## src/rtl/parity_engine.sv

```systemverilog
// Parity generator (TX) and frame parity checker (RX) with latched per-frame config.
// Define PARITY_ERR_CNT_EN to add the saturating error counter (err_clr / err_cnt).
module parity_engine #(
    parameter int MAX_WIDTH = 8,
    parameter int CNT_W     = 8
) (
    input  logic                 CLK,
    input  logic                 RST,
    input  logic                 PAR_EN,
    input  logic [1:0]           PAR_MODE,
    input  logic [3:0]           DATA_LEN,
    input  logic [MAX_WIDTH-1:0] P_DATA,
    input  logic                 Data_valid,
    input  logic                 FSM_en,
    output logic                 par_bit,
    input  logic                 rx_start,
    input  logic                 rx_bit_valid,
    input  logic                 rx_bit,
    input  logic                 rx_par_strobe,
    input  logic                 rx_par_bit,
`ifdef PARITY_ERR_CNT_EN
    input  logic                 err_clr,
    output logic [CNT_W-1:0]     err_cnt,
`endif
    output logic                 par_chk_done,
    output logic                 par_err
);

    localparam logic [3:0] MAX_L    = 4'(MAX_WIDTH);
    localparam logic [1:0] S_IDLE   = 2'd0;
    localparam logic [1:0] S_ACCUM  = 2'd1;
    localparam logic [1:0] S_PWAIT  = 2'd2;

    function automatic logic sel_par(input logic [1:0] mode, input logic acc);
        logic r;
        r = 1'b0;
        unique case (mode)
            2'b00: r = acc;
            2'b01: r = ~acc;
            2'b10: r = 1'b1;
            2'b11: r = 1'b0;
        endcase
        return r;
    endfunction

    logic [3:0] eff_len;
    logic       tx_sum;
    logic       par_bit_d, par_bit_q;

    logic [1:0] state_d, state_q;
    logic       acc_d, acc_q;
    logic [3:0] cnt_d, cnt_q;
    logic [3:0] len_d, len_q;
    logic [1:0] mode_d, mode_q;
    logic       en_d, en_q;
    logic       err_d, err_q;
    logic       done_d, done_q;

    assign eff_len = (DATA_LEN == 4'd0 || DATA_LEN > MAX_L) ? MAX_L : DATA_LEN;

    always_comb begin
        tx_sum = 1'b0;
        for (int i = 0; i < MAX_WIDTH; i++) begin
            if (i < int'(eff_len)) tx_sum = tx_sum ^ P_DATA[i];
        end
        par_bit_d = par_bit_q;
        if (Data_valid && FSM_en) begin
            par_bit_d = PAR_EN ? sel_par(PAR_MODE, tx_sum) : 1'b0;
        end
    end

    // rx_start overrides everything, including a same-cycle data strobe
    always_comb begin
        state_d = state_q;
        acc_d   = acc_q;
        cnt_d   = cnt_q;
        len_d   = len_q;
        mode_d  = mode_q;
        en_d    = en_q;
        err_d   = err_q;
        done_d  = 1'b0;
        if (rx_start) begin
            acc_d   = 1'b0;
            cnt_d   = 4'd0;
            err_d   = 1'b0;
            len_d   = eff_len;
            mode_d  = PAR_MODE;
            en_d    = PAR_EN;
            state_d = S_ACCUM;
        end else begin
            case (state_q)
                S_IDLE: ;
                S_ACCUM: begin
                    if (rx_bit_valid) begin
                        acc_d = acc_q ^ rx_bit;
                        cnt_d = cnt_q + 4'd1;
                        if (cnt_d == len_q) begin
                            if (en_q) begin
                                state_d = S_PWAIT;
                            end else begin
                                state_d = S_IDLE;
                                done_d  = 1'b1;
                                err_d   = 1'b0;
                            end
                        end
                    end
                end
                S_PWAIT: begin
                    if (rx_par_strobe) begin
                        err_d   = rx_par_bit != sel_par(mode_q, acc_q);
                        done_d  = 1'b1;
                        state_d = S_IDLE;
                    end
                end
                default: state_d = S_IDLE;
            endcase
        end
    end

    always_ff @(posedge CLK or negedge RST) begin
        if (!RST) begin
            par_bit_q <= 1'b0;
            state_q   <= S_IDLE;
            acc_q     <= 1'b0;
            cnt_q     <= 4'd0;
            len_q     <= 4'd0;
            mode_q    <= 2'b00;
            en_q      <= 1'b0;
            err_q     <= 1'b0;
            done_q    <= 1'b0;
        end else begin
            par_bit_q <= par_bit_d;
            state_q   <= state_d;
            acc_q     <= acc_d;
            cnt_q     <= cnt_d;
            len_q     <= len_d;
            mode_q    <= mode_d;
            en_q      <= en_d;
            err_q     <= err_d;
            done_q    <= done_d;
        end
    end

    assign par_bit      = par_bit_q;
    assign par_chk_done = done_q;
    assign par_err      = err_q;

`ifdef PARITY_ERR_CNT_EN
    logic [CNT_W-1:0] err_cnt_d, err_cnt_q;

    // Counts in the same edge the done pulse is registered
    always_comb begin
        err_cnt_d = err_cnt_q;
        if (err_clr) begin
            err_cnt_d = '0;
        end else if (done_d && err_d && err_cnt_q != '1) begin
            err_cnt_d = err_cnt_q + {{(CNT_W-1){1'b0}}, 1'b1};
        end
    end

    always_ff @(posedge CLK or negedge RST) begin
        if (!RST) err_cnt_q <= '0;
        else      err_cnt_q <= err_cnt_d;
    end

    assign err_cnt = err_cnt_q;
`endif

endmodule
```

## config.mk

```make
export PLATFORM = sky130hd
export DESIGN_NAME = parity_engine
export DESIGN_NICKNAME = d
export VERILOG_FILES = /design/src/rtl/parity_engine.sv
export SDC_FILE = /design/constraint.sdc
export NUM_CORES = 1
export LEC_CHECK = 0
export CAP_MARGIN = 10
export CELL_PAD_IN_SITES_DETAIL_PLACEMENT = 1
export CELL_PAD_IN_SITES_GLOBAL_PLACEMENT = 1
export CORE_UTILIZATION = 36
export CTS_BUF_LIST = sky130_fd_sc_hd__clkbuf_8 sky130_fd_sc_hd__clkbuf_16
export CTS_CLUSTER_SIZE = 28
export DETAILED_ROUTE_END_ITERATION = 8
export PLACE_DENSITY = 0.85
export SLEW_MARGIN = 30
export SYNTH_ARGS = -nofsm -noshare
export SYNTH_HDL_FRONTEND = slang
export SYNTH_SLANG_ARGS = --single-unit
```

## constraint.sdc

```tcl
create_clock -name CLK -period 2.3 [get_ports CLK]
set_input_delay 0.345 -clock CLK [delete_from_list [all_inputs] [get_ports CLK]]
set_output_delay 0.345 -clock CLK [all_outputs]
set_load 0.01 [all_outputs]
```

== Word level (Yosys, flattened, before mapping) ==
Index checks and enable logic that the tools add are counted.

* Output and inout bits: 3
* Word-level logic and storage cells: 95
* Flip-flop bits (word level): 17

* Mux-type cells: 39
* $lt $le $gt $ge: 9
* Reduce and logical (&&, ||, !) cells: 12
* Bitwise logic cells: 10
* Add/subtract/negate cells: 1
* Equal/unequal tests: 15

{| class="wikitable"
|+ Operators with widths
! cell !! number
|-
| $mux W1 || 25
|-
| $lt A3 B4 Y1 const A || 4
|-
| $mux W4 || 4
|-
| $ne A3 B3 Y1 const B || 4
|-
| $eq A2 B2 Y1 const B || 5
|-
| $mux W2 || 5
|-
| $lt A1 B4 Y1 const A || 2
|-
| $lt A2 B4 Y1 const A || 2
|-
| $pmux W1 S4 || 2
|-
| $xor A1 B1 Y1 || 8
|-
| $eq A2 B1 Y1 const B || 3
|-
| $logic_not A2 Y1 || 3
|-
| $pmux W2 S3 || 1
|-
| $reduce_and A5 Y1 || 1
|-
| $add A4 B1 Y4 const B || 1
|-
| $eq A4 B4 Y1 || 1
|-
| $gt A4 B4 Y1 const B || 1
|-
| $logic_not A4 Y1 || 1
|-
| $pmux W1 S2 || 2
|-
| $reduce_and A4 Y1 || 1
|-
| $reduce_bool A2 Y1 || 2
|-
| $reduce_bool A3 Y1 || 1
|-
| $ne A2 B2 Y1 const B || 1
|-
| $not A1 Y1 || 2
|-
| 4 further kinds || 4
|}

== Depth between registers and ports, before layout ==
* Word-level depth: 22
* Mapped depth: 8

== Worst setup path after synthesis ==
Ideal clock, no wire load.

* Path kind: input -> register
* Start: input DATA_LEN[3]
* End: register par_bit_q, in the netlist par_bit
* Path slack: 451 ps
* Library setup time: 95 ps
* Stages on the path: 7
* Data required time: 2205 ps
* Arrival time: 1754 ps
* Buffers on the path: 1
* Path through: buf_2 > and3b_1 > and3_2 > a211o_1 > and4_4 > o31a_1 > o31ai_1

* Longest elaborated chain between the ends: 22
* Elaborated cells between the ends (all ways): 30
* Classes of those cells: order compare (9); mux (11); bitwise (8); reduce/logical (2)

{| class="wikitable"
|+ Ends and longest elaborated chain
! item !! RTL line !! RTL
|-
| start, declared || 11 || <nowiki>input logic [3:0] DATA_LEN,</nowiki>
|-
| $gt A4 B4 Y1 or $logic_not A4 Y1 (tied branches) || 59 || <nowiki>assign eff_len = (DATA_LEN == 4'd0 || DATA_LEN > MAX_L) ? MAX_L : DATA_LEN;</nowiki>
|-
| $logic_or A1 B1 Y1 || 59 ||
|-
| $mux W4 (*) || 59 ||
|-
| $lt A1 B4 Y1 || 64 || <nowiki>if (i < int'(eff_len)) tx_sum = tx_sum ^ P_DATA[i];</nowiki>
|-
| $mux W1 || 64 ||
|-
| $xor A1 B1 Y1 || 64 ||
|-
| $mux W1 || 64 ||
|-
| $xor A1 B1 Y1 || 64 ||
|-
| [... 6 more ...] || - ||
|-
| $mux W1 || 64 ||
|-
| $xor A1 B1 Y1 || 64 ||
|-
| $mux W1 || 64 ||
|-
| $xor A1 B1 Y1 || 64 ||
|-
| $mux W1 (*) || 64 ||
|-
| $not A1 Y1 || 39 || <nowiki>2'b01: r = ~acc;</nowiki>
|-
| $pmux W1 S4 (*) || 37 || <nowiki>unique case (mode)</nowiki>
|-
| $mux W1 (*) || 68 || <nowiki>par_bit_d = PAR_EN ? sel_par(PAR_MODE, tx_sum) : 1'b0;</nowiki>
|-
| end signal, assigned || 132 || <nowiki>par_bit_q <= par_bit_d;</nowiki>
|-
| end, declared || 48 || <nowiki>logic par_bit_d, par_bit_q;</nowiki>
|}

Mark *: on every way between the ends. The rest lies on a longest branch, timed or not.
A chain may end at the register's enable or synchronous reset.

== Worst setup path in the final report ==
* Start: input DATA_LEN[1]
* End: register par_bit_q, in the netlist par_bit

The elaborated chain is that of the path after synthesis.

==> reports/metrics.cfg <==
[setup_path]
r2r_setup_slack_ps = 260
worst_setup_path_end_kind = flop
r2r-end = state_q[1]
cpPeakStageDelay_ps = 420
cp_slowest_cell = clkdlybuf4s50_1
cp-start-kind = primary input
r2r_start = cnt_q[0]
r2r_cells = 7
path_cells = clkdlybuf4s50_1, buf_4, xnor2_1, mux2i_1, o211ai_1, and4_4, o31a_1, o31ai_2
crit_fanout = 6
cp.required_ps = 2460
arrival_ps = 2340
worstSetupPathType = primary input to flop
critPathLaunch = DATA_LEN[1]

[synthesis]
syn_inst = 120
synth_cell_types = 38
synth_area_leaders = dfrtp_1, xor2_1, xnor2_1
yosys.area.top_type_share = 0.384
synth_edf_count = 0
yosysMostFrequentCell = dfrtp_1
yosysTopAreaCell = dfrtp_1
synthTopCellsByCount = dfrtp_1, nand3_1, nor2_1, o21ai_0, xor2_1
ys.warnings.count = 0
synthesis.area_um2 = 1110
synthArstFlopShare = 1.00
synth_nets = 148
ys_ff_latch = 17
synth_flop_cell = dfrtp_1
postSynthAreaPerCell_um2 = 9.24
seq_area_frac_synth = 0.384

[clocking]
cts_setup_buffers = 0
tritoncts = done
cts_buffers = 3
max-clock-path-buffers = 2
clk_latency_ps = 250
cts_root_buf = clkbuf_8
path_clk_slew_ps = 70
ctsHoldBuffers = 0
htreeDepth = 1
cts_resized = 0
clock-sinks = 17

[floorplan]
fp.dieArea_um2 = 3310
io_pins = 27
core_area_um2 = 2830
fp.dieW_um = 57.5
start_util = 0.392
row_count = 19
die_height_um = 57.5

[detailed_routing]
drt_iter0_markers = 35
vias_per_cell = 5.49
drt_pass1_iterations = 4
wl_per_cell_um = 15.1
vias = 1004
drtAntennaViolNets = 0
drc = 0
drt-total-wl_mm = 2.77

[placed_design]
post-dp-hpwl_mm = 2.15
dp_cells = 179
dpl_cell_area_um2 = 1440
gp_congestion = 0.727
io_buffers = 26

[grt]
grt_first_pass_wirelength_mm = 4.77
antenna_found_initial = 0
grt_pass1_vias = 1063
grt_usage = 0.184
overflow = 0
grt_max_degree = 18

[worst_hold_path]
hold_path.class = flop to flop
hold_path_depth = 2
holdPathEnd = par_bit
min_from = par_bit

[sta]
tightest_slew_ps = 781
worst_clock_skew_ps = 2.69
setup_viol = 0
hold_viol = 0
finalWorstPathRequiredPeriod_ps = 2180
timing.fmax_mhz = 458
tns_ps = 0
grt_setup_unrepaired = false
fin_crit_sh = 0.949
drv_slew = 0
relSlewSlack = 0.478

[power]
finalPower_uw = 841
leakagePower_nw = 0.644
powerDensity_nw_per_um2 = 565
peakVddDrop_mv = 0.195

[cells_and_area]
final_cells = 183
design_area_um2 = 1490
final_util = 0.527
area_growth_pct = 34.4
fin_nets = 181
layout-drive-gt1-share = 0.125
n_antenna_cell = 0

[job]
max_cap_viol_count = 0

[status]
status = complete, no violations

## how the worst max path moves through the flow
stage	to	slack, ps	depth (start not counted)
floorplan	par_bit	450	7
global placement	par_bit	-20	7
detailed placement	par_bit	-190	8
CTS	par_bit	60	8
global route	par_bit	10	8
finish	par_bit	120	8
## worst max-delay path, delay by kind of cell
family	cells	cell delay, ps
compound gates	3	640
buf+inv	2	590
mux	1	330
simple gates	1	220
xor+xnor	1	210
## per-stage QoR
step	hold slack [ps]	setup WS (ps)
after floorplan	49.4	451
after global placement	468	-24.5
after detailed placement	501	-194
after CTS	515	55.7
after global routing	533	13.9
final	504	116
## power breakdown
group          total [mW]  switching (mW)  internal (mW)
logic               0.269           0.132          0.136
clock network       0.219           0.101          0.118
registers           0.354          0.0246          0.329
## final cells by class
type	instances	area (um^2)
clock buffer	3	41.3
clock inverter	1	3.75
fill	345	1340
inverter	6	22.5
multi-input combinational	93	653
sequential	17	425
tap	31	38.8
timing repair buffer	32	305
## layer usage
| metal | global-route usage | part of all wire | vias to the layer above |
|---|---|---|---|
| li1 | - | - | 490 |
| met1 | 0.220 | 0.43 | 491 |
| met2 | 0.350 | 0.54 | 21 |
| met3 | 0.0227 | 0.033 | 2 |
| met4 | 0.0383 | 0.0022 | 0 |
| met5 | 0 | 0 | - |
## kinds of logic after synthesis
group | after synthesis | share of synthesized area
and+or+nand+nor | 44 | 0.222
AOI/OAI and AO/OA | 26 | 0.155
adders and majority gates | 4 | 0.0451
buffers and inverters | 10 | 0.0350
DFF | 17 | 0.384
xor gates and xnor gates | 14 | 0.111
muxes | 5 | 0.0485
## layout by cell type (no fill, tap or decap), types with 6 or more instances in the layout
| cell type | Yosys | routed |
|---|---|---|
| dfrtp_1 | 17 | 17 |
| nand3_1 | 8 | 8 |
| xnor2_1 | 6 | 6 |
| nor2_1 | 8 | 8 |
| nand2_1 | 7 | 7 |
| buf_4 | 0 | 6 |
| clkdlybuf4s50_1 | 0 | 26 |
| xor2_1 | 8 | 8 |
| o21ai_0 | 8 | 8 |
| inv_1 | 6 | 7 |
## sequential cells by signal, summed over array words and instances (netlist names)
register      flops
acc_q             1
cnt_q             4
en_q              1
len_q             4
mode_q            2
par_bit           1
par_chk_done      1
par_err           1
state_q           2
Note: power is estimated with default switching activity, not from simulation.
